File: config.mk
export PLATFORM = sky130hd
export DESIGN_NAME = button_conditioner
export DESIGN_NICKNAME = d
export VERILOG_FILES = /design/src/rtl/z16_board_pkg.sv /design/src/rtl/sync_2ff.sv /design/src/rtl/button_conditioner.sv
export SDC_FILE = /design/constraint.sdc
export NUM_CORES = 1
export LEC_CHECK = 0
export CORE_UTILIZATION = 31
export CTS_BUF_LIST = sky130_fd_sc_hd__clkbuf_4
export CTS_CLUSTER_DIAMETER = 200
export DETAILED_ROUTE_END_ITERATION = 12
export GPL_ROUTABILITY_DRIVEN = 0
export PLACE_DENSITY = 0.45
export SLEW_MARGIN = 20
export SYNTH_ARGS = -nofsm -noshare
export SYNTH_HDL_FRONTEND = slang
export SYNTH_SLANG_ARGS = --single-unit
File: constraint.sdc
create_clock -name i_clk -period 2.7 [get_ports i_clk]
set_clock_uncertainty 0.15 [all_clocks]
set_input_delay 0.54 -clock i_clk [delete_from_list [all_inputs] [get_ports i_clk]]
set_output_delay 0.54 -clock i_clk [all_outputs]
set_load 0.1 [all_outputs]
File: src/rtl/z16_board_pkg.sv
// Shared board-level constants and FSM encoding for the button input path.
package z16_board_pkg;

  localparam int CLK_HZ = 27000000;

  // 10 ms debounce window, 200 ms repeat period at CLK_HZ
  localparam int DEBOUNCE_CYCLES_DEFAULT = CLK_HZ / 100;
  localparam int REPEAT_DELAY_DEFAULT    = 0;
  localparam int REPEAT_PERIOD_DEFAULT   = CLK_HZ / 5;

  typedef enum logic [1:0] {
    S_IDLE         = 2'd0,
    S_PRESS_WAIT   = 2'd1,
    S_HELD         = 2'd2,
    S_RELEASE_WAIT = 2'd3
  } btn_state_t;

  function automatic int max3(input int a, input int b, input int c);
    int m;
    m = (a > b) ? a : b;
    return (m > c) ? m : c;
  endfunction

endpackage

File: src/rtl/sync_2ff.sv
// Two-flop synchronizer for asynchronous board inputs; reset value is a parameter
// so the flops come up at the input's inactive level.
module sync_2ff #(
  parameter logic RESET_VAL = 1'b0
) (
  input  logic clk,
  input  logic rst_n,
  input  logic d,
  output logic q
);

  logic meta;

  always_ff @(posedge clk or negedge rst_n) begin
    if (!rst_n) begin
      meta <= RESET_VAL;
      q    <= RESET_VAL;
    end else begin
      meta <= d;
      q    <= meta;
    end
  end

endmodule

File: src/rtl/button_conditioner.sv
// Push-button conditioner: synchronize, debounce, press/release/repeat pulses,
// plus sticky event/overrun flags cleared by i_ack.
//
// state          | meaning
// S_IDLE         | released and stable
// S_PRESS_WAIT   | pressed level seen, counting stable cycles
// S_HELD         | accepted press; repeat counter running
// S_RELEASE_WAIT | released level seen while held, counting stable cycles
module button_conditioner
  import z16_board_pkg::*;
#(
  parameter int DEBOUNCE_CYCLES = DEBOUNCE_CYCLES_DEFAULT,
  parameter int REPEAT_DELAY    = REPEAT_DELAY_DEFAULT,
  parameter int REPEAT_PERIOD   = REPEAT_PERIOD_DEFAULT,
  parameter bit ACTIVE_LOW      = 1'b1
) (
  input  logic i_clk,
  input  logic i_rst,
  input  logic i_button,
  input  logic i_ack,
  output logic o_level,
  output logic o_press,
  output logic o_release,
  output logic o_repeat,
  output logic o_event,
  output logic o_overrun
);

  localparam int CNT_W = $clog2(max3(DEBOUNCE_CYCLES, REPEAT_DELAY, REPEAT_PERIOD) + 1);
  localparam logic [CNT_W-1:0] DEB_LAST = CNT_W'(DEBOUNCE_CYCLES - 1);
  localparam logic [CNT_W-1:0] DLY_V    = CNT_W'(REPEAT_DELAY);
  localparam logic [CNT_W-1:0] PER_V    = CNT_W'(REPEAT_PERIOD);
  localparam bit REPEAT_EN = (REPEAT_DELAY > 0);
  localparam logic IDLE_PIN = ACTIVE_LOW ? 1'b1 : 1'b0;

  logic             pin_sync;
  logic             btn;
  btn_state_t       state;
  logic [CNT_W-1:0] cnt;
  logic [CNT_W-1:0] rcnt;
  logic [CNT_W-1:0] rcnt_inc;
  logic             rpt_phase;
  logic             press_set;
  logic             rel_set;
  logic             rpt_set;
  logic             new_event;

  sync_2ff #(.RESET_VAL(IDLE_PIN)) u_sync (
    .clk  (i_clk),
    .rst_n(i_rst),
    .d    (i_button),
    .q    (pin_sync)
  );

  assign btn = pin_sync ^ ACTIVE_LOW;

  // rpt_phase=0 waits out the initial delay, rpt_phase=1 the steady period
  always_comb begin
    rcnt_inc  = rcnt + 1'b1;
    press_set = (state == S_PRESS_WAIT) && btn && (cnt == DEB_LAST);
    rel_set   = (state == S_RELEASE_WAIT) && !btn && (cnt == DEB_LAST);
    rpt_set   = REPEAT_EN && (state == S_HELD) && btn &&
                (rpt_phase ? (rcnt_inc == PER_V) : (rcnt_inc == DLY_V));
    new_event = press_set | rpt_set;
  end

  always_ff @(posedge i_clk or negedge i_rst) begin
    if (!i_rst) begin
      state     <= S_IDLE;
      cnt       <= '0;
      rcnt      <= '0;
      rpt_phase <= 1'b0;
      o_level   <= 1'b0;
      o_press   <= 1'b0;
      o_release <= 1'b0;
      o_repeat  <= 1'b0;
      o_event   <= 1'b0;
      o_overrun <= 1'b0;
    end else begin
      o_press   <= press_set;
      o_release <= rel_set;
      o_repeat  <= rpt_set;
      // a new event always wins over a simultaneous acknowledge
      o_event   <= (o_event & ~i_ack) | new_event;
      o_overrun <= (o_overrun & ~i_ack) | (new_event & o_event & ~i_ack);
      case (state)
        S_IDLE: begin
          if (btn) begin
            state <= S_PRESS_WAIT;
            cnt   <= '0;
          end
        end
        S_PRESS_WAIT: begin
          if (!btn) begin
            state <= S_IDLE;
          end else if (cnt == DEB_LAST) begin
            state     <= S_HELD;
            o_level   <= 1'b1;
            rcnt      <= '0;
            rpt_phase <= 1'b0;
          end else begin
            cnt <= cnt + 1'b1;
          end
        end
        S_HELD: begin
          if (!btn) begin
            state <= S_RELEASE_WAIT;
            cnt   <= '0;
          end else if (rpt_set) begin
            rcnt      <= '0;
            rpt_phase <= 1'b1;
          end else if (REPEAT_EN) begin
            rcnt <= rcnt_inc;
          end
        end
        S_RELEASE_WAIT: begin
          // rcnt is left untouched so a rejected release bounce resumes the repeat timing
          if (btn) begin
            state <= S_HELD;
          end else if (cnt == DEB_LAST) begin
            state   <= S_IDLE;
            o_level <= 1'b0;
          end else begin
            cnt <= cnt + 1'b1;
          end
        end
        default: state <= S_IDLE;
      endcase
    end
  end

endmodule

# Word-level counts from Yosys, hierarchy flattened
# Index checks and enable logic that the tools add are counted.
# totals
regBits	32
in_bits	4
wordCells	57
out_inout_bits	6
# op_classes
n_eq_ne	12
n_reduce_logical	9
add_sub_neg	1
mux	18
n_bitwise	8
# ops
operator	n
$mux 23	5
$pmux 23 s4	1
$add 23x1->23 const B	1
$eq 23x19->1 const B	1
$mux 2	6
$ne 2x1->1 const B	4
$pmux 2 s4	1
$reduce_and 4->1	2
$reduce_and 5->1	1
$and 1x1->1	4
$eq 2x2->1 const B	2
$logic_and 1x1->1	4
$mux 1	4
$ne 2x2->1 const B	2
$ne 3x1->1 const B	1
$ne 3x3->1 const B	1
$eq 2x1->1 const B	1
$logic_not 2->1	1
$not 1->1	2
$or 1x1->1	2
$pmux 1 s2	1
$reduce_bool 2->1	1

# Logic depth before layout (Yosys ltp)
# Gate-level depths: netlist of the first run.
# depth
ltp_word	6
depth_mapped	7
ltp_nobuf	6

# Modules after synthesis
# From an unflattened synthesis of the first run, not the netlist that was laid out.
# hier_totals
cells_unflattened	202
area_unflattened_um2	1848.0
# by_module_without_submodules
module	seq_area_each_um2	cells_per_inst	n_inst	area_per_inst_um2
button_conditioner	750.7	200	1	1795.5
sync_2ff	52.6	2	1	52.6

# Worst setup path after synthesis of the first run
# Ideal clock, no wire load.
# synth_timing
path_kind	reg-to-reg
startpoint	register cnt[0]
endpoint	register cnt[16]
setup_time_ns	0.128
slack_ns	0.700
synth_period_minus_slack_ns	2.000
arrival_ns	1.721
n_path_buf	2
t_required_ns	2.422
path_stages_with_launch	8
path_cell_list	dfrtp_1 ha_1 nand4_1 or3_4 o211ai_1 buf_4 buf_4 o31ai_1
# synth_via
elab_chain_len	4
word_cells_on_any_way	6
classes_between	add/sub: 1; eq/ne: 1; mux: 4
# synth_rtl
item	line	text
start, declared	button_conditioner.sv:39	logic [CNT_W-1:0] cnt;
start signal, assigned	button_conditioner.sv:102	cnt <= cnt + 1'b1;
start signal, assigned	button_conditioner.sv:124	cnt <= cnt + 1'b1;
$add 23x1->23 / $eq 23x19->1 (equally long branches)	-	
$mux 23 *	button_conditioner.sv:96, button_conditioner.sv:120	
$mux 23, on equally long branches	button_conditioner.sv:118, button_conditioner.sv:94	
$pmux 23 s4 *	button_conditioner.sv:86	case (state)
# Mark *: on every way between the ends. The rest lies on a longest branch, timed or not. The select of a mux whose other input is x is not followed.
# A chain may end at the register's enable or synchronous reset.

# Final worst setup path of the first run
# layout_timing
startpoint	register state[0]
endpoint	register cnt[17]
# layout_via
elab_chain_len	3
word_cells_on_any_way	10
classes_between	eq/ne: 7; mux: 1; reduce/logical: 2
# layout_rtl
item	line	text
start, declared	button_conditioner.sv:38	btn_state_t state;
start signal, assigned	button_conditioner.sv:69	state <= S_IDLE;
start signal, assigned	button_conditioner.sv:89	state <= S_PRESS_WAIT;
start signal, assigned	button_conditioner.sv:95	state <= S_IDLE;
$eq 2x2->1 (tied with other cells)	-	
$ne 2x1->1 (no source line) / $ne 2x2->1 (equally long branches)	-	
$reduce_and 4->1 (no source line)	-	
# Parallel ways exist; a longest one is shown, timed or not.

==> results of run 1 <==
## layout make-up
class                   instances  area [sq um]  share of cell area
clock buffers                   7          52.6              0.0275
clock inverters                 1          3.75             0.00196
inverters                       5          18.8             0.00980
multi-input cells             131           843               0.441
flip-flops and latches         32           803               0.420
well taps                      70          87.6              0.0458
repair buffers                 13           105              0.0549
## routing by layer
layer | wire length, um | up-vias
li1 | - | 703
met1 | 2090 | 700
met2 | 1800 | 16
met3 | 89 | 9
met4 | 67 | 0
met5 | 0 | -
## registers in the layout, summed over array words and instances (netlist names), named ones only
signal,flops
u_sync.q,1
o_release,1
state,1
o_overrun,1
o_press,1
o_event,1
u_sync.meta,1
o_level,1
cnt,23
## report_power, final
group          switching (uW)  internal (uW)  total (uW)
logic                    41.1           20.5        61.6
registers                11.3            488         499
clock network             157            120         277
total                     210            628         838
## layout by cell type, fill, tap and decap left out, drive strengths merged, types with 2 or more instances in the layout
cell           synthesis  routed
dfrtp                 30      30
o21ai                 26      26
nand2                 14      14
o31ai                 12      12
buf                    7      10
nand4                  9       9
a21oi                  8       8
clkbuf                 4       7
nand3                  7       7
inv                    5       5
o41ai                  5       5
a31oi                  5       5
nor4                   5       5
or3                    4       4
nor4b                  3       3
and2                   3       3
nor2                   3       3
clkdlybuf4s50          0       3
or2                    3       3
nor3                   2       2
and3                   2       2
nand2b                 2       2
nor2b                  2       2
and4                   2       2
o21a                   2       2
dfstp                  2       2
## cell families (layout without fill, tap and decap cells)
logic type      count (synthesis)  in the layout
compound gates                 62             62
xor+xnor                        1              1
fa+ha+maj                       1              1
buf+inv                        16             26
flops                          32             32
mux                             2              2
other cells                     1              1
simple gates                   64             64
## critical path, stage by stage (launching register included)
cell,delay [ns]
dfrtp_1,0.58
nor4b_1,0.24
nand4_1,0.15
o211ai_1,0.15
buf_4,0.24
or4_1,0.52
o21ai_1,0.12
## worst max-delay path by stage
stage / endpoint / slack (ns) / start
3_5_place_dp: o_level / 0.52 / state[0]
3_3_place_gp: o_level / 0.54 / state[0]
6_report: cnt[17] / 0.47 / state[0]
2_1_floorplan: cnt[16] / 0.70 / cnt[0]
4_1_cts: cnt[17] / 0.49 / state[0]
5_1_grt: cnt[18] / 0.31 / cnt[0]
## stage by stage
step / total power (uW) / util / setup WS (ns) / instances / area (sq um)
floorplan: 543 / - / 0.700 / 179 / 1720
global placement: 568 / 0.355 / 0.542 / 251 / 1860
detailed placement: 570 / 0.355 / 0.515 / 251 / 1860
CTS: 852 / 0.366 / 0.487 / 259 / 1910
global route: 889 / 0.366 / 0.313 / 259 / 1910
finish: 838 / 0.366 / 0.469 / 259 / 1910
==> results by group, run 1 <==
Clock network
  – Setup Buffers After CTS: 0
  – # clock sinks: 32
  – Number of hold buffers added after cts: 0
  – Clock transition at path regs: 0.10 ns
  – Max clock buf depth: 2
  – Clock latency on the worst-skew pair: 0.33 ns
  – TritonCTS Buffers: 5
  – CTS tree: built
  – H-tree depth: 2
  – Root buffer cell: clkbuf_4
  – Post-CTS Resized: 0

Route
  – Vias/cell: 5.51
  – # DRC: 0
  – Routed WL: 4050 um
  – Via count: 1428
  – DRT antenna net count: 0
  – Post-DR wirelength/cell: 15.6 um
  – DR iter-0 viols: 141
  – Detailed-router iteration count before antenna repair: 4

Run
  – Maxcap violations: 0

Timing
  – Setup TNS: 0 ns
  – Hold_ws: 0.211 ns
  – Fin crit share: 0.826
  – Fin crit period: 2.23 ns
  – Slew HR: 0.521
  – Max Freq: 448 MHz
  – # setup viols final: 0
  – Final Hold Vio Count: 0
  – Fin. max-slew vios: 0
  – Worst Max-Slew Pin Slew: 0.713 ns
  – RSZ-0062 raised after global routing: false

Logic synthesis
  – Simple-Gate Fraction of Synth Area: 0.235
  – Mux cell area share after synthesis: 0.0123
  – Post-synth EDFFs: 0
  – Yosys top cell by area: dfrtp_1
  – Mapped cell area: 1720 sq um
  – Predominant post-synthesis flop cell: dfrtp_1
  – Ys async rst share: 1.00
  – Net Count, Synth: 184
  – Top post-synthesis cells by area: dfrtp_1, o21ai_0, o31ai_1, dfstp_2, nand2_1
  – Largest family of logic cells by synthesized area: simple AND/OR/NAND/NOR gates
  – Post-Synth XOR/XNOR Area: 0.00508
  – Register area share after synthesis: 0.466
  – Count leader, synth: dfrtp_1
  – List of most frequent post-synthesis cells: dfrtp_1, o21ai_0, nand2_1
  – #FFs+latches synth: 32
  – Yosys cell types: 46
  – Synthesized instance count: 179
  – Synth Area in Compound Gates: 0.227
  – Yosys warns: 0
  – Mean post-synth cell area: 9.63 sq um
  – Synth Area in Adders: 0.00726
  – Synth top area share: 0.435

Worst setup path
  – Critical Path Fanout Max: 13
  – Crit Path Category: flip-flop to flip-flop
  – R2R Setup Slk: 0.47 ns
  – Req. time, crit path: 2.81 ns
  – Crit path arrival time: 2.34 ns
  – Setup crit end kind: flip-flop
  – Reg2Reg Launch Point: state[0]
  – Worst R2R End: cnt[17]
  – Crit start category: flip-flop
  – Reg2Reg Depth: 6

Global routing
  – Met1 global-route usage: 0.208
  – Largest net degree at the start of global routing: 33
  – Vias in the first global route: 1397
  – Initial antenna violation count: 0
  – Gr busiest metal: met2
  – Total GRT Usage: 0.149
  – M3 GR Usage: 0.0335
  – First-pass GRT wire length: 6910 um
  – GRT Residual Overflow: 0
  – Met2 Resource Use GR: 0.220

Die
  – Initial Util: 0.329
  – Die width: 76.6 um
  – Row count: 26
  – I/O pin count: 10
  – Die height: 76.6 um
  – Placeable Area: 5240 sq um
  – Total die area: 5860 sq um

Layout
  – Layout cells sized above 1: 0.148
  – Fin nets: 193
  – Number of fill cells: 529
  – ANT cells: 0
  – Syn-to-layout area delta: 11.0%

Power
  – Pwr Density: 438 nW/um^2
  – Lkg Pwr: 0.000759 uW
  – Maximum vdd drop: 0.000203 V

Outcome
  – Outcome: complete, no violations

Placed design
  – Count of input and output buffers: 8
  – Detailed Place HPWL: 2780 um

Min path
  – Hold path start: u_sync.meta
  – Class of the worst hold path: flip-flop to flip-flop
  – Hold Path Depth: 0
  – WHS Endpoint: u_sync.q
(Power assumes the default switching activity.)
==> inputs of run 2 (changes only) <==
--- a/config.mk
+++ b/config.mk
@@ -10,7 +10,7 @@
 export CTS_CLUSTER_DIAMETER = 200
 export DETAILED_ROUTE_END_ITERATION = 12
 export GPL_ROUTABILITY_DRIVEN = 0
-export PLACE_DENSITY = 0.45
+export PLACE_DENSITY = 0.47
 export SLEW_MARGIN = 20
 export SYNTH_ARGS = -nofsm -noshare
 export SYNTH_HDL_FRONTEND = slang
==> constraint.sdc (replaced) <==
create_clock -name i_clk -period 1.9 [get_ports i_clk]
set_clock_uncertainty 0.15 [all_clocks]
set_input_delay 0.38 -clock i_clk [delete_from_list [all_inputs] [get_ports i_clk]]
set_output_delay 0.38 -clock i_clk [all_outputs]
set_load 0.1 [all_outputs]
==> run 2 against run 1 <==
The run now ends with negative setup slack left. Critical path depth is 2 higher. Utilization is 12 points higher. Worst hold slack better by 0.00085 ns. Routed wire length is 23% higher. Sequential power is 41% higher. Non-clock buffer count is 49 higher. Setup slack worse by 0.56 ns.
==> results by group, run 2 (synthesized netlist as in run 1, its figures left out) <==
Outcome
  – Outcome: finished, violations left
  – Failing checks: negative setup slack

Timing
  – Post-route setup slack: -0.0861 ns
  – # setup viols final: 17
  – Final Hold Vio Count: 0
  – Fin crit period: 1.99 ns
  – Hold_ws: 0.212 ns
  – Max Freq: 504 MHz
  – Fin crit share: 1.05
  – RSZ-0062 raised after global routing: true
  – Fin. max-slew vios: 0

Route
  – Vias/cell: 5.39
  – # DRC: 0
  – Routed WL: 4990 um
  – Detailed-router iteration count before antenna repair: 4
  – Post-DR wirelength/cell: 16.2 um
  – DR iter-0 viols: 89
  – DRT antenna net count: 0
  – Via count: 1661

Clock network
  – H-tree depth: 2
  – CTS tree: built
  – Max clock buf depth: 2
  – TritonCTS Buffers: 5
  – Clock latency on the worst-skew pair: 0.34 ns
  – Number of hold buffers added after cts: 0
  – Clock transition at path regs: 0.11 ns
  – Root buffer cell: clkbuf_4
  – # clock sinks: 32

Global routing
  – Total GRT Usage: 0.178
  – Vias in the first global route: 1642
  – Initial antenna violation count: 0
  – GRT Residual Overflow: 0
  – First-pass GRT wire length: 8110 um
  – Largest net degree at the start of global routing: 33

Die
  – Row count: 26
  – Total die area: 5860 sq um
  – Initial Util: 0.329
  – Placeable Area: 5240 sq um
  – Die height: 76.6 um
  – Die width: 76.6 um
  – I/O pin count: 10

Worst setup path
  – Slowest cell on crit path: dfrtp_1
  – Crit path cell chain: ha_4 > nand4_1 > or3_4 > o211ai_1 > buf_4 > buf_6 > or4_4 > o21ai_2
  – Req. time, crit path: 2.03 ns
  – Setup crit end kind: flip-flop
  – Crit path arrival time: 2.12 ns
  – Crit Path Category: flip-flop to flip-flop
  – Critical Path Fanout Max: 4
  – Crit start category: flip-flop
  – Crit path buffers/inverters: 2
  – Crit path max-delay family: simple AND/OR/NAND/NOR gates
  – Critical Path Max Stage Delay: 0.42 ns

Layout
  – Finished Cell Area: 2560 sq um
  – Syn-to-layout area delta: 48.3%
  – Fin cells: 308
  – Max reg flops: 23
  – Number of fill cells: 498
  – Most frequent cells in the layout: buf_4, dfrtp_1, o21ai_0, nand2_1
  – Most common cell after layout, fill and taps aside: buf_4
  – Fin nets: 242
  – ANT cells: 0
  – Layout cells sized above 1: 0.403
  – Largest Register: cnt

Placed design
  – Cells after DPL: 294
  – Count of input and output buffers: 8
  – Placement Cell Area: 2290 sq um
  – Detailed Place HPWL: 3360 um

Min path
  – Class of the worst hold path: flip-flop to flip-flop

Power
  – Lkg Pwr: 0.00112 uW
  – Pwr Density: 541 nW/um^2
  – Maximum vdd drop: 0.000350 V

Run
  – Maxcap violations: 0
## run 2: through the flow
stage | utilization | setup TNS [ns] | power [uW] | worst slack (ns)
final | 0.488 | -0.605 | 1380 | -0.0861
after global routing | 0.488 | -3.05 | 1440 | -0.190
after CTS | 0.467 | -0.839 | 1390 | -0.0791
after detailed placement | 0.436 | -0.433 | 843 | -0.0949
after global placement | 0.436 | -0.327 | 841 | -0.0858
after floorplan | - | -0.0383 | 778 | -0.0319
## run 2: path summary, 6_finish.rpt
| kind | end | cells past startpoint | slack [ns] | from |
|---|---|---|---|---|
| setup reg to reg | cnt[17] | 8 | -0.09 | cnt[0] |
| hold reg to reg | u_sync.q | 0 | 0.21 | u_sync.meta |
| max in group asynchronous | u_sync.meta | 2 | 1.10 | i_rst |
| setup / recovery | cnt[17] | 8 | -0.09 | cnt[0] |
| min in group asynchronous | cnt[11] | 2 | 0.23 | i_rst |
| hold / removal | u_sync.q | 0 | 0.21 | u_sync.meta |
## run 2: worst reg2reg max path, stage by stage (launching register included)
cell and delay (ns):
dfrtp_1 0.42, ha_4 0.17, nand4_1 0.11, or3_4 0.16
o211ai_1 0.09, buf_4 0.17, buf_6 0.13, or4_4 0.41
o21ai_2 0.12
## run 2: metal layers
metal / wire length [um] / part of all wire / vias up / global-route usage
met5: 0 / 0 / - / 0
met4: 33 / 0.0066 / 0 / 0.0577
met3: 196 / 0.039 / 6 / 0.0371
met2: 2530 / 0.51 / 44 / 0.280
met1: 2230 / 0.45 / 814 / 0.242
li1: - / - / 797 / -
## run 2: layout make-up
class / count / area, sq um / area share
clock buffers: 6 / 45.0 / 0.0176
inverters: 5 / 18.8 / 0.00734
well taps: 70 / 87.6 / 0.0342
repair buffers: 62 / 587 / 0.229
flip-flops and latches: 32 / 803 / 0.314
multi-input cells: 131 / 981 / 0.384
clock inverters: 2 / 35.0 / 0.0137
## run 2: what timing repair did
| item | CTS | global route |
|---|---|---|
| setup endpoints to repair | 23 | 30 |
| buffers inserted | 3 | 2 |
| pin swaps | 8 | 11 |
| resized for setup | 13 | 21 |
| cloned | 1 | 0 |
## run 2: power breakdown
part	switching [uW]	internal, uW	total, uW
sequential	9.61	693	703
clock	251	290	541
combinational	78.7	60.9	140
==> inputs of run 3 (changes only) <==
--- a/config.mk
+++ b/config.mk
@@ -9,8 +9,9 @@
 export CTS_BUF_LIST = sky130_fd_sc_hd__clkbuf_4
 export CTS_CLUSTER_DIAMETER = 200
 export DETAILED_ROUTE_END_ITERATION = 12
+export DONT_BUFFER_PORTS = 1
 export GPL_ROUTABILITY_DRIVEN = 0
-export PLACE_DENSITY = 0.47
+export PLACE_DENSITY = 0.44
 export SLEW_MARGIN = 20
 export SYNTH_ARGS = -nofsm -noshare
 export SYNTH_HDL_FRONTEND = slang
==> run 3 against run 2 <==
The run still ends with negative setup slack left. Cell count increased by 0.97%. Utilization decreased by 0.60 points. Global-route usage is 0.84 points higher. Cell area down 1.2%. Critical endpoint is now cnt[4]. Largest cell class unchanged. Largest power group unchanged. Highest routed layer unchanged.
==> results by group, run 3 (synthesized netlist as in run 1, its figures left out) <==
Die
  – Die width: 76.6 um
  – Initial Util: 0.329
  – Placeable Area: 5240 sq um
  – I/O pin count: 10
  – Row count: 26
  – Total die area: 5860 sq um
  – Die height: 76.6 um

Power
  – Maximum vdd drop: 0.000344 V
  – Pwr Density: 545 nW/um^2
  – Lkg Pwr: 0.00113 uW
  – Final total power: 1380 uW

Layout
  – FF+latch area: 805 sq um
  – ANT cells: 0
  – Largest Register: cnt
  – Most frequent cells in the layout: buf_4, dfrtp_1, o21ai_0, nand2_1, o31ai_1
  – Max reg flops: 23
  – Multi-input gate area: 992 sq um
  – Syn-to-layout area delta: 46.5%
  – Finished Cell Area: 2530 sq um
  – Layout cells sized above 1: 0.427
  – Fin nets: 245
  – Number of fill cells: 487
  – Most common cell after layout, fill and taps aside: buf_4

Placed design
  – Count of input and output buffers: 0
  – Placement Cell Area: 2190 sq um
  – Detailed Place HPWL: 3420 um
  – Setup WS pre-CTS: -0.0911 ns

Global routing
  – Vias in the first global route: 1686
  – Largest net degree at the start of global routing: 33
  – Initial antenna violation count: 0
  – GRT Residual Overflow: 0
  – First-pass GRT wire length: 8440 um
  – Total GRT Usage: 0.186

Worst setup path
  – Req. time, crit path: 1.98 ns
  – CP Launch Point: cnt[0]
  – R2R Setup Slk: -0.10 ns
  – Critical Path Fanout Max: 8
  – Crit Path Category: flip-flop to flip-flop
  – Crit path arrival time: 2.09 ns
  – Setup crit end kind: flip-flop
  – Reg2Reg Launch Point: cnt[0]
  – Worst R2R End: cnt[4]
  – Crit start category: flip-flop
  – Reg2Reg Depth: 8
  – CP endpoint: cnt[4]

Outcome
  – Failing checks: negative setup slack
  – Outcome: finished, violations left

Clock network
  – TritonCTS Buffers: 5
  – Max clock buf depth: 2
  – Clock transition at path regs: 0.10 ns
  – CTS tree: built
  – Clock latency on the worst-skew pair: 0.34 ns
  – Root buffer cell: clkbuf_4
  – H-tree depth: 2
  – # clock sinks: 32

Route
  – Post-DR wirelength/cell: 16.2 um
  – Detailed-router iteration count before antenna repair: 4
  – Via count: 1638
  – # DRC: 0
  – Routed WL: 5050 um
  – Vias/cell: 5.27
  – DR iter-0 viols: 89
  – DRT antenna net count: 0

Timing
  – Hold_ws: 0.0993 ns
  – Fin crit share: 1.06
  – RSZ-0062 raised after global routing: true
  – Fin. max-slew vios: 0
  – Final Hold Vio Count: 0
  – # setup viols final: 23
  – Max Freq: 499 MHz
  – Post-route setup slack: -0.105 ns
  – Fin crit period: 2.00 ns

Min path
  – Hold Path Depth: 2
  – Class of the worst hold path: input pin to flip-flop

Run
  – Maxcap violations: 0
## run 3: changes by cell type in the layout (fill, tap and decap cells not counted), sizes merged
cell,delta
clkdlybuf4s50,-3
dlygate4sd3,+3
buf,+3
## run 3: layout make-up
class / count / area share
multi-input cells: 131 / 0.393
flip-flops and latches: 32 / 0.318
repair buffers: 65 / 0.215
well taps: 70 / 0.0347
clock buffers: 6 / 0.0178
clock inverters: 2 / 0.0139
inverters: 5 / 0.00743
## run 3: where the power goes
part / internal (uW) / switching, uW
clock network: 290 / 241
registers: 693 / 9.40
logic: 62.2 / 80.1
total: 1050 / 330
## run 3: how the worst min path moves through the flow
stage	from	endpoint	slack (ns)
CTS	i_ack	o_event	0.07
detailed placement	i_rst	cnt[13]	-0.06
floorplan	i_rst	async pin	-0.07
global placement	i_rst	cnt[14]	-0.06
finish	i_ack	o_event	0.1
global route	i_ack	o_event	0.09
## run 3: layer usage
layer / up-vias / part of all wire / global-route usage
li1: 802 / - / -
met1: 795 / 0.46 / 0.239
met2: 30 / 0.48 / 0.295
met3: 11 / 0.033 / 0.0479
met4: 0 / 0.025 / 0.0769
met5: - / 0 / 0
## run 3: worst max-delay path, stage by stage (launching register included)
cell and delay, ns:
dfrtp_1 0.41, ha_4 0.15, nand4_1 0.13, or3_4 0.37, o211ai_1 0.20, buf_4 0.21
buf_12 0.13, or2_2 0.09, mux2i_1 0.05
## run 3: timing repair
action	in CTS	in global routing
hold endpoints to repair	34	0
pin swaps	17	8
resized for setup	21	15
endpoints found under the setup margin	24	30
hold buffers	4	0
buffers inserted	4	3
## run 3: through the flow
stage / setup TNS (ns) / util / cells
2_1_floorplan: -0.0383 / - / 179
3_3_place_gp: -0.420 / 0.418 / 292
3_5_place_dp: -0.806 / 0.418 / 292
4_1_cts: -1.95 / 0.465 / 308
5_1_grt: -3.78 / 0.482 / 311
6_report: -1.31 / 0.482 / 311
==> RTL change 1 (flow settings as in run 1) <==
Reset style: synchronous (`i_rst` and `rst_n`), changed in 2 clocked blocks. Comments in the files are not updated.
--- a/src/rtl/sync_2ff.sv
+++ b/src/rtl/sync_2ff.sv
@@ -11,7 +11,7 @@
 
   logic meta;
 
-  always_ff @(posedge clk or negedge rst_n) begin
+  always_ff @(posedge clk) begin
     if (!rst_n) begin
       meta <= RESET_VAL;
       q    <= RESET_VAL;
--- a/src/rtl/button_conditioner.sv
+++ b/src/rtl/button_conditioner.sv
@@ -64,7 +64,7 @@
     new_event = press_set | rpt_set;
   end
 
-  always_ff @(posedge i_clk or negedge i_rst) begin
+  always_ff @(posedge i_clk) begin
     if (!i_rst) begin
       state     <= S_IDLE;
       cnt       <= '0;
Behaviour: same outputs for any inputs over 10 cycles, from zero or initial values and one cycle with i_rst low; that may be too few to reach the edited logic, so the function may still have changed.
==> RTL change 1 against run 1 <==
- synthesized area shrank 8.6%
- design area shrank 6.5%
- via count shrank 8.3%
- power grew 5.4%
- final cell count shrank 1.9%
- worst setup slack gained 70 ps
- fmax grew 3.3%
- sequential cell count is the same
- routed wire length shrank 17%
==> RTL change 1: results (changes against run 1) <==
Run status
  • Status: finished, final reports clean (unchanged)

Layout
  • Post-route design area: 1790 um2 (was 1910 um2)
  • Nets@finish: 191 (was 193)
  • Layout cell share with drive strength beyond 1: 12.3% (was 14.8%)
  • # fillers: 505 (was 529)

Global routing
  • Vias in the first global route: 1240 (was 1397)
  • Largest net degree at the start of global routing: 18 (was 33)
  • GRT Resource Usage Total: 14.7% (was 14.9%)

Timing
  • Slew HR: 63.0% (was 52.1%)

Synth
  • Asr flop ratio synth: 0% (was 100%)
  • Synth cell types: 44 (was 46)
  • Commonest cells post-synth: 32 x dfxtp_1, 17 x nand2_1, 12 x nand3_1 (was 30 x dfrtp_1, 23 x o21ai_0, 14 x nand2_1)
  • Ys flop type: dfxtp_1 (was dfrtp_1)
  • Post-synthesis sequential area ratio: 40.7% (was 46.6%)

Placement
  • Pre-CTS setup slack: 499 ps (was 515 ps)
  • Placed cells: 246 (was 251)
  • Placed inst area: 1710 um2 (was 1860 um2)
  • Dpl hpwl: 2490 um (was 2780 um)

Power and ir drop
  • VDD IR max: 0.228 mV (was 0.203 mV)
  • Comb group: 0.0396 mW (was 0.0616 mW)
  • Net Sw Frac: 23.0% (was 25.0%)
  • Clock share of power: 41.6% (was 33.1%)
  • Leak: 0.575 nW (was 0.759 nW)

Routing
  • Vias/cell: 5.15 (was 5.51)
  • DRT iter0 DRCs: 70 (was 141)
  • Vias: 1309 (was 1428)

Setup path
  • Worst-path fanout max: 12 (was 13)

Clock network
  • CTS clk-pin slew, worst paths: 120 ps (was 100 ps)
-- RTL change 1: changes by cell type after synthesis, sizes merged, moves of 5 or more --
cell           run 1  this run
o31ai             12         2
nand3              7        12
o21ai             26         7
dfrtp             30         0
nand2b             2        11
dfxtp              0        32
mux2i              1         9
nand4              9         3
a31oi              5         0
-- RTL change 1: layout make-up --
class	instances	area share, %
multi-input cells	131	48.8
flip-flops and latches	32	35.8
repair buffers	12	5.45
well taps	67	4.68
clock inverters	3	2.38
clock buffers	5	2.10
inverters	4	0.839
-- RTL change 1: kinds of logic after synthesis --
| group | Yosys count | share of synthesized area (%) |
|---|---|---|
| and+or+nand+nor | 82 | 31.5 |
| AOI/OAI and AO/OA | 33 | 14.0 |
| DFF | 32 | 40.7 |
| buffers and inverters | 14 | 3.89 |
| muxes | 9 | 5.72 |
| xor gates and xnor gates | 5 | 3.26 |
| adders and majority gates | 1 | 0.794 |
| other | 1 | 0.238 |
-- RTL change 1: per-layer routing --
| metal | track usage, % | vias up | wire, um |
|---|---|---|---|
| met5 | 0 | - | 0 |
| met4 | 5.88 | 0 | 40 |
| met3 | 3.70 | 5 | 121 |
| met2 | 21.6 | 22 | 1510 |
| met1 | 20.4 | 610 | 1710 |
| li1 | - | 672 | - |
-- RTL change 1: worst paths after layout --
kind	start	end	slack, ps	depth (start not counted)
setup reg to reg	flip-flop	cnt[21]	540	4
hold reg to reg	u_sync.meta	u_sync.q	270	1
hold / removal	u_sync.meta	u_sync.q	270	1
setup / recovery	flip-flop	cnt[21]	540	4
-- RTL change 1: worst max-delay path: stages (launching register included) --
cell and delay (ps):
dfxtp_1 520, xnor2_2 210, nand4_1 440, nor4_1 530
mux2i_1 230
==> RTL change 2 (config.mk and constraints of run 1) <==
Without the edit above. Change the parameter `ACTIVE_LOW` from 1'b1 to 1'b0.
--- a/src/rtl/button_conditioner.sv
+++ b/src/rtl/button_conditioner.sv
@@ -12,7 +12,7 @@
   parameter int DEBOUNCE_CYCLES = DEBOUNCE_CYCLES_DEFAULT,
   parameter int REPEAT_DELAY    = REPEAT_DELAY_DEFAULT,
   parameter int REPEAT_PERIOD   = REPEAT_PERIOD_DEFAULT,
-  parameter bit ACTIVE_LOW      = 1'b1
+  parameter bit ACTIVE_LOW      = 1'b0
 ) (
   input  logic i_clk,
   input  logic i_rst,
Function: same outputs for any inputs over 10 cycles, from zero or initial values and one cycle with i_rst low; that may be too few to reach the edited logic, so the function may still have changed.
==> RTL change 2 against run 1 <==
- combinational power increased by 15%
- global-route usage about the same
- design area decreased by 2.0%
- synthesized area decreased by 4.6%
- routed wire length decreased by 10%
- worst setup slack got worse by 70 ps
- final cell count decreased by 1.2%
- hold slack improved by 22 ps
- sequential power increased by 5.0%
- largest power group unchanged
- critical path depth unchanged
- power increased by 14%
- sequential cell count unchanged
==> RTL change 2: results (changes against run 1) <==
Run status
  • Status: finished, final reports clean (unchanged)

Setup path
  • R2r worst-path depth: 6 (unchanged)
  • Worst EP required: 2810 ps (about the same)
  • Largest stage delay on the critical path: 490 ps (was 580 ps)
  • Worst path slowest cell: nor4_4 (was dfrtp_1)
  • Worst-path fanout max: 7 (was 13)

Routing
  • Vias/cell: 5.26 (was 5.51)
  • DRT iter0 DRCs: 93 (was 141)
  • First drt pass iteration count: 6 (was 4)
  • Routed WL per cell: 14.2 um (was 15.6 um)

Global routing
  • GRT Resource Usage Total: 15.0% (was 14.9%)
  • Vias in the first global route: 1288 (was 1397)
  • Initial antenna violation count: 0 (unchanged)
  • Largest net degree at the start of global routing: 33 (unchanged)
  • First-pass GRT wire length: 6220 um (was 6910 um)

Power and ir drop
  • Total Power: 0.953 mW (was 0.838 mW)
  • Sequential power: 0.524 mW (was 0.499 mW)
  • VDD IR max: 0.150 mV (was 0.203 mV)
  • Net Sw Frac: 25.4% (was 25.0%)
  • Logic pwr share: 7.4% (about the same)
  • Leak: 0.797 nW (was 0.759 nW)

Clock network
  • CTS buffer count: 5 (unchanged)
  • Clock Path Buffers: 2 (unchanged)
  • Setup repair bufs after CTS: 0 (unchanged)
  • Hold-fix buffers at CTS: 0 (unchanged)
  • Root Driver: clkbuf_4 (unchanged)
  • CTS clk-pin slew, worst paths: 120 ps (was 100 ps)
  • Clk_lat worst skew: 350 ps (was 330 ps)
  • H-tree Lvls: 2 (unchanged)
  • Post-CTS sizing: 0 (unchanged)

Synth
  • Commonest cells post-synth: 32 x dfrtp_1, 19 x nand2_1, 13 x nor2_1 (was 30 x dfrtp_1, 23 x o21ai_0, 14 x nand2_1)
  • Mean Syn Cell Area: 9.57 um2 (was 9.63 um2)
  • Synth cell types: 39 (was 46)
  • Asr flop ratio synth: 100% (unchanged)
  • Area contributors post-synth: dfrtp_1 49%, xnor2_1 4.8%, nand2_1 4.3% (was dfrtp_1 44%, o21ai_0 6.7%, o31ai_1 5.2%)
  • Synthesized Nets: 177 (was 184)
  • Synthesis Warnings: 0 (unchanged)
  • Post-synthesis sequential area ratio: 48.7% (was 46.6%)

Worst hold path
  • Hold Path Class: reg2reg (unchanged)
  • Hold Crit Depth: 0 (unchanged)

Layout
  • Post-Layout Cell Count: 256 (was 259)
  • Layout cell share with drive strength beyond 1: 10.8% (was 14.8%)
  • Number of flip-flops in the largest register: 23 (unchanged)
  • Nets@finish: 190 (was 193)
  • Ant diodes: 0 (unchanged)
  • Biggest register: cnt (unchanged)

Placement
  • # port buffers: 8 (unchanged)
  • Dpl hpwl: 2550 um (was 2780 um)
  • Placed cells: 248 (was 251)

Timing
  • Slew HR: 60.6% (was 52.1%)

Flow run
  • MaxCap Viol Count: 0 (unchanged)
[RTL change 2: cell types whose count changed after synthesis, sizes merged, moves of 4 or more]
cell	before	now
o21ai	26	10
nor2	3	14
o31ai	12	4
xnor2	1	9
nand2	14	19
nor3	2	7
o41ai	5	0
a31oi	5	1
buf	7	3
inv	5	9
[RTL change 2: metal layers]
layer  global-route usage [%]  vias up  share of wire [%]
met4                     5.66        0               0.99
met5                        0        -                  0
li1                         -      656                  -
met2                     23.2       28                 47
met3                     3.88        4                3.4
met1                     20.0      658                 49
[RTL change 2: final timing paths]
check,from,to,slack [ps]
hold reg to reg,u_sync.meta,u_sync.q,230
min in group asynchronous,i_rst,cnt[2],450
hold / removal,u_sync.meta,u_sync.q,230
setup / recovery,cnt[0],cnt[16],400
setup reg to reg,cnt[0],cnt[16],400
max in group asynchronous,i_rst,cnt[16],1640
[RTL change 2: final cells by class]
type                       instances  area, um2
fill                             508       3230
tap                               70       87.6
sequential                        32        801
multi-input combinational        125        782
timing repair buffer              12       97.6
clock inverter                     3       37.5
inverter                           9       33.8
clock buffer                       5       37.5
[RTL change 2: worst max-delay path, delay by kind of cell (launching register included)]
family	cells	cell delay (ps)
AND/OR/NAND/NOR	5	1400
flip-flops	1	430
adder cells (fa/ha/maj)	1	240
[RTL change 2: through the flow]
| step | worst slack, ps | area [um2] |
|---|---|---|
| after global placement | 520 | 1800 |
| after CTS | 394 | 1880 |
| after global routing | 248 | 1880 |
| after detailed placement | 424 | 1800 |
| after floorplan | 640 | 1650 |
| final | 399 | 1880 |
[RTL change 2: logic make-up after synthesis]
group                      share of synthesized area [%]
xor gates and xnor gates                            5.32
AOI/OAI and AO/OA                                   11.9
muxes                                               2.13
and+or+nand+nor                                     27.1
buffers and inverters                               3.80
other                                              0.228
DFF                                                 48.7
adders and majority gates                          0.760
